**config.mk**
```make
export PLATFORM = sky130hd
export DESIGN_NAME = pipelined_adder
export DESIGN_NICKNAME = d
export VERILOG_FILES = /design/src/rtl/pipelined_adder.sv
export SDC_FILE = /design/constraint.sdc
export NUM_CORES = 1
export LEC_CHECK = 0
export ABC_AREA = 1
export CORE_UTILIZATION = 59
export CTS_CLUSTER_SIZE = 14
export DETAILED_ROUTE_END_ITERATION = 7
export PLACE_DENSITY_LB_ADDON = 0.2
export RECOVER_POWER = 50
export SETUP_SLACK_MARGIN = 0.15
export SLEW_MARGIN = 30
export SYNTH_ARGS = -nofsm -noshare
export SYNTH_HDL_FRONTEND = slang
export SYNTH_SLANG_ARGS = --single-unit
```
**constraint.sdc**
```tcl
create_clock -name clk -period 3 [get_ports clk]
set_clock_uncertainty 0.15 [all_clocks]
set_input_delay 0.6 -clock clk [delete_from_list [all_inputs] [get_ports clk]]
set_output_delay 0.6 -clock clk [all_outputs]
set_load 0.05 [all_outputs]
```
**src/rtl/pipelined_adder.sv**
```systemverilog
// Pipelined ripple-carry adder: WIDTH-bit carry chain split into STAGES registered chunks.
// Optional subtract port enabled by defining ADDER_SUB_EN.
module pipelined_adder #(
  parameter int WIDTH  = 16,
  parameter int STAGES = 4
) (
  input  logic             clk,
  input  logic             rst_n,
  input  logic             in_valid,
  output logic             in_ready,
  input  logic [WIDTH-1:0] a_in,
  input  logic [WIDTH-1:0] b_in,
  input  logic             carry_in,
`ifdef ADDER_SUB_EN
  input  logic             sub,
`endif
  output logic             out_valid,
  input  logic             out_ready,
  output logic [WIDTH-1:0] sum,
  output logic             carry_out,
  output logic             overflow
);

  localparam int CHUNK = WIDTH / STAGES;

  // Handshake: a transfer happens on a rising edge where valid and ready are
  // both high; a producer holds its payload stable while valid && !ready.
  logic [STAGES-1:0] st_v;
  logic [WIDTH-1:0]  st_a [STAGES];
  logic [WIDTH-1:0]  st_b [STAGES];
  logic [WIDTH-1:0]  st_s [STAGES];
  logic [STAGES-1:0] st_c;
  logic              st_ovf;

  logic [STAGES-1:0] up_v;
  logic [WIDTH-1:0]  up_a [STAGES];
  logic [WIDTH-1:0]  up_b [STAGES];
  logic [WIDTH-1:0]  up_s [STAGES];
  logic [STAGES-1:0] up_c;

  logic [WIDTH-1:0]  nx_s [STAGES];
  logic [STAGES-1:0] nx_c;
  logic              nx_ovf;
  logic [CHUNK:0]    chunk_sum;
  logic [STAGES:0]   ld;

  logic [WIDTH-1:0]  b_eff;
  logic              c_eff;

  // Subtraction folds into the operands at entry, so it travels with them.
`ifdef ADDER_SUB_EN
  assign b_eff = sub ? ~b_in : b_in;
  assign c_eff = sub ? 1'b1 : carry_in;
`else
  assign b_eff = b_in;
  assign c_eff = carry_in;
`endif

  for (genvar k = 0; k < STAGES; k++) begin : g_up
    if (k == 0) begin : g_first
      assign up_v[k] = in_valid;
      assign up_a[k] = a_in;
      assign up_b[k] = b_eff;
      assign up_s[k] = '0;
      assign up_c[k] = c_eff;
    end else begin : g_rest
      assign up_v[k] = st_v[k-1];
      assign up_a[k] = st_a[k-1];
      assign up_b[k] = st_b[k-1];
      assign up_s[k] = st_s[k-1];
      assign up_c[k] = st_c[k-1];
    end
  end

  always_comb begin
    chunk_sum = '0;
    nx_c      = '0;
    for (int k = 0; k < STAGES; k++) begin
      chunk_sum = {1'b0, up_a[k][k*CHUNK +: CHUNK]}
                + {1'b0, up_b[k][k*CHUNK +: CHUNK]}
                + {{CHUNK{1'b0}}, up_c[k]};
      nx_s[k] = up_s[k];
      nx_s[k][k*CHUNK +: CHUNK] = chunk_sum[CHUNK-1:0];
      nx_c[k] = chunk_sum[CHUNK];
    end
    // Carry into the MSB is recovered from the MSB sum bit and its operands.
    nx_ovf = up_a[STAGES-1][WIDTH-1] ^ up_b[STAGES-1][WIDTH-1]
           ^ nx_s[STAGES-1][WIDTH-1] ^ nx_c[STAGES-1];
  end

  // A stage may load when it is empty or its occupant moves on this edge.
  always_comb begin
    ld = '0;
    ld[STAGES] = out_ready;
    for (int k = STAGES - 1; k >= 0; k--) begin
      ld[k] = !st_v[k] | ld[k+1];
    end
  end

  always_ff @(posedge clk or negedge rst_n) begin
    if (!rst_n) begin
      st_v   <= '0;
      st_c   <= '0;
      st_ovf <= 1'b0;
      for (int k = 0; k < STAGES; k++) begin
        st_a[k] <= '0;
        st_b[k] <= '0;
        st_s[k] <= '0;
      end
    end else begin
      for (int k = 0; k < STAGES; k++) begin
        if (ld[k]) begin
          st_v[k] <= up_v[k];
          if (up_v[k]) begin
            st_a[k] <= up_a[k];
            st_b[k] <= up_b[k];
            st_s[k] <= nx_s[k];
            st_c[k] <= nx_c[k];
          end
        end
      end
      if (ld[STAGES-1] && up_v[STAGES-1]) begin
        st_ovf <= nx_ovf;
      end
    end
  end

  assign in_ready  = ld[0];
  assign out_valid = st_v[STAGES-1];
  assign sum       = st_s[STAGES-1];
  assign carry_out = st_c[STAGES-1];
  assign overflow  = st_ovf;

endmodule
```
Yosys cells after proc, flatten, opt, wreduce, memory -nomap -nowiden
Index checks and enable logic that the tools add are counted.
- register bits: 145
- input bits: 37
- add/sub/neg operators: 8
- bitwise logic cells: 7
- reduce and logical (&&, ||, !) cells: 9
- operator list (operator ; number):
    $add A4 B4 Y5 ; 4
    $add A5 B1 Y5 ; 4
    $reduce_and A2 Y1 ; 4
    $logic_not A1 Y1 ; 4
    $or A1 B1 Y1 ; 4
    $xor A1 B1 Y1 ; 3
    $logic_and A1 B1 Y1 ; 1

Depth between registers and ports, before layout
Gate-level depths: netlist of run 1.
- word-level depth: 6
- depth in mapped cells: 8
- gate-level depth less buffers: 8

Worst setup path after synthesis of run 1
No wires, ideal clock.
- kind: register to output
- start point: reg st_v[3]
- end point: out in_ready
- arrival: 1.464 ns
- data required time: 2.250 ns
- setup slack: 0.786 ns
- stages on the path, launching flop included: 5
- buffers on the path: 1
- cells stage by stage: dfrtp_1 -> inv_2 -> nor2_4 -> nand4_2 -> clkbuf_1
- cells in the longest elaborated chain, start to end: 5
- ends and longest elaborated chain (element ; line ; RTL):
    start: declaration ; 28 ; logic [STAGES-1:0] st_v;
    start signal: indexed assignment ; 113 ; st_v[k] <= up_v[k];
    $logic_not A1 Y1 ; 96 ; ld[k] = !st_v[k] | ld[k+1];
    $or A1 B1 Y1 (4 in series) ; 96 ;
    end: declaration ; 10 ; output logic in_ready,
No other way between the ends.

Final worst setup path of run 1
- start point: in out_ready
- end point: out in_ready
- cells in the longest elaborated chain, start to end: 4
- ends and longest elaborated chain (element ; line ; RTL):
    start: declaration ; 18 ; input logic out_ready,
    $or A1 B1 Y1 (4 in series) ; 96 ;
No other way between the ends.

==> results of run 1 <==
[where the power goes]
part	total, uW	switching (uW)	internal, uW
registers	1920	224	1700
clock network	831	426	406
logic	1620	1040	585
total	4370	1680	2690
[logic make-up after synthesis]
| family | share of synthesized area (%) |
|---|---|
| buffers and inverters | 5.21 |
| DFF | 56.2 |
| adders and majority gates | 7.18 |
| xor gates and xnor gates | 0.811 |
| and+or+nand+nor | 26.3 |
| AOI/OAI and AO/OA | 4.29 |
[worst register-to-register path, cell delays in order, from the launching register on]
cell,delay (ps)
dfrtp_1,420
fa_1,500
fa_1,450
nand2_1,100
nand2_1,50
nand2_1,80
nand2_1,60
nand3_1,80
nand2_1,50
[state kept, by name, indices dropped and copies added, names as in the netlist]
register	cells
nx_s	24
overflow	1
st_a	24
st_b	24
st_c	4
st_v	4
sum	16
[area by class of cell]
class / count / area [um2] / share of cell area, %
inverters: 32 / 120 / 2.35
clock buffers: 11 / 141 / 2.76
repair buffers: 63 / 599 / 11.7
well taps: 96 / 120 / 2.35
flip-flops and latches: 97 / 2430 / 47.4
clock inverters: 5 / 55.1 / 1.08
multi-input cells: 338 / 1650 / 32.3
[stage by stage]
step,total power [uW],setup WS (ps),hold slack (ps)
6_report,4370,341,284
5_1_grt,4680,288,347
4_1_cts,4410,605,109
3_5_place_dp,3570,418,307
3_3_place_gp,3500,491,303
2_1_floorplan,3070,786,154
[cell usage after synthesis, types with 3 or more instances]
master / instances
dfrtp_1: 97
nand3_1: 39
ha_1: 12
nand3b_1: 3
inv_2: 3
nand2_1: 220
fa_1: 8
clkbuf_1: 3
buf_2: 9
nor2_1: 7
o21ai_1: 14
buf_4: 4
a21oi_1: 5
o21ai_0: 18
inv_1: 29
[how the worst min path moves through the flow]
stage	start	end	slack, ps	cells after the start
floorplan	rst_n	nx_s[0]$_DFFE_PN0P_	150	0
global placement	sum[0]$_DFFE_PN0P_	sum[0]$_DFFE_PN0P_	300	2
detailed placement	st_a[62]$_DFFE_PN0P_	st_a[46]$_DFFE_PN0P_	310	2
CTS	rst_n	sum[13]$_DFFE_PN0P_	110	1
global route	sum[9]$_DFFE_PN0P_	sum[9]$_DFFE_PN0P_	350	2
finish	rst_n	st_c[3]$_DFFE_PN0P_	280	1
[per-layer routing]
layer | share of wire [%] | track usage [%] | up-vias
li1 | - | - | 1630
met1 | 48 | 31.5 | 1489
met2 | 47 | 37.7 | 76
met3 | 3.8 | 4.62 | 10
met4 | 1.4 | 7.45 | 0
met5 | 0 | 0 | -
==> run metrics, run 1 <==
initial antenna violation count 0; Max Slew Vio Count 0; maximum vdd drop roughly 270 uV; Ant. Diodes 0; GRT overflow 0; RR Startpoint st_a[28]$_DFFE_PN0P_; Via density 4.99; Slew @ Worst Pin ~1100 ps; setup_tns 0 ps; Root Buffer clkbuf_8; CP Max Fanout 3; R2R setup slack 960 ps; CP max stage cell dlygate4sd3_1; most common cell after layout, fill and taps aside nand2_1; post-route ant nets 0; Post-Syn Area 4320 um2; FFs w/ async S/R, synth 100%; register area share after synthesis a little under three fifths; status completed; Initial Util ~62%; Clk Latency, worst-skew pair 350 ps; growth of design area from synthesis to finish 18.5%; crit path cell chain dlygate4sd3_1, nor2_1, nand4_2, buf_4; Worst Setup SP out_ready; core area 6940 um2; clk sinks 97; Ports 57; Synth top area share 56.2%; distinct cell type count after synthesis 24; CTS Buf Count 9; Top FF cell, synth dfrtp_1; Warnings, synthesis 0; Setup CP Type in -> out; total number of vias 3205; Post-Layout Cell Count between 600 and 700; slowest stage delay, CP ~580 ps; DIE HEIGHT approximately 88 um; Die Wd approximately 90 um; Reg clk slew, reported paths 90 ps; Mean Syn Cell Area 8.89 um2; dpl hpwl 5600 um; most frequent cells in the layout nand2_1, dfrtp_1, clkdlybuf4s50_1; fin crit period 2660 ps; design area 5120 um2; # hold bufs at CTS 0; GP Congestion 0.801; Final Cycle Share 88.6%; DR pass1 iterations 6; fmax 376 MHz; reg2reg end overflow$_DFFE_PN0P_; vias in the first global route 2974; first-pass GRT wire length 13500 um; H-Tree Depth 3; final setup vio count 0; Net Count, Synth 543; Slew headroom 26.5%; num rows 30; Total Wirelength 7780 um; final hold violations 0; PwrDens 854 nW/um2; nets 598; share of post-route cells with drive strength above 1 5.49%; worst min path class in -> async; DRC 0; top post-synthesis cells by area dfrtp_1, nand2_1, nand3_1, fa_1, ha_1; Worst Reg-to-Reg Cells 8; Lkg Pwr 0.00264 uW; die footprint 7670 um2; routed len/inst 12.1 um; crit path DAT 1910 ps; Inst Count DP ~630; WP data required ~2300 ps; worst path bufs/invs 2; maximum clock path buffer count 2; Synth Instances slightly below 500; area leader, netlist dfrtp_1; max-cap violations 0; RSZ-0062 raised after global routing false; CP endpoint in_ready; Top Family by Delay on Critical Path buffers and inverters; register bit total from synthesis 97; Post-DP Area roughly 5000 um2; Layout Utilization 73.7%; Layout fillers 541; DRT iter0 DRCs 135; critical path depth in cells 4; element type at the critical path start input port; PostCTS Resize Cnt 0; postcts setup bufs 0; gr usage total 23.1%; largest net degree at the start of global routing 46; number of enable flip-flop cells after synthesis 0; IO Port Bufs 56; CTS tree built; Crit. End Element primary output
No activity file was read; power rests on OpenSTA's default activity.
==> inputs of run 2 (changes only) <==
Settings changed: CAP_MARGIN set to 15.
==> results of run 2 <==
No change in the layout: final DEF, timing and power equal those of run 1.
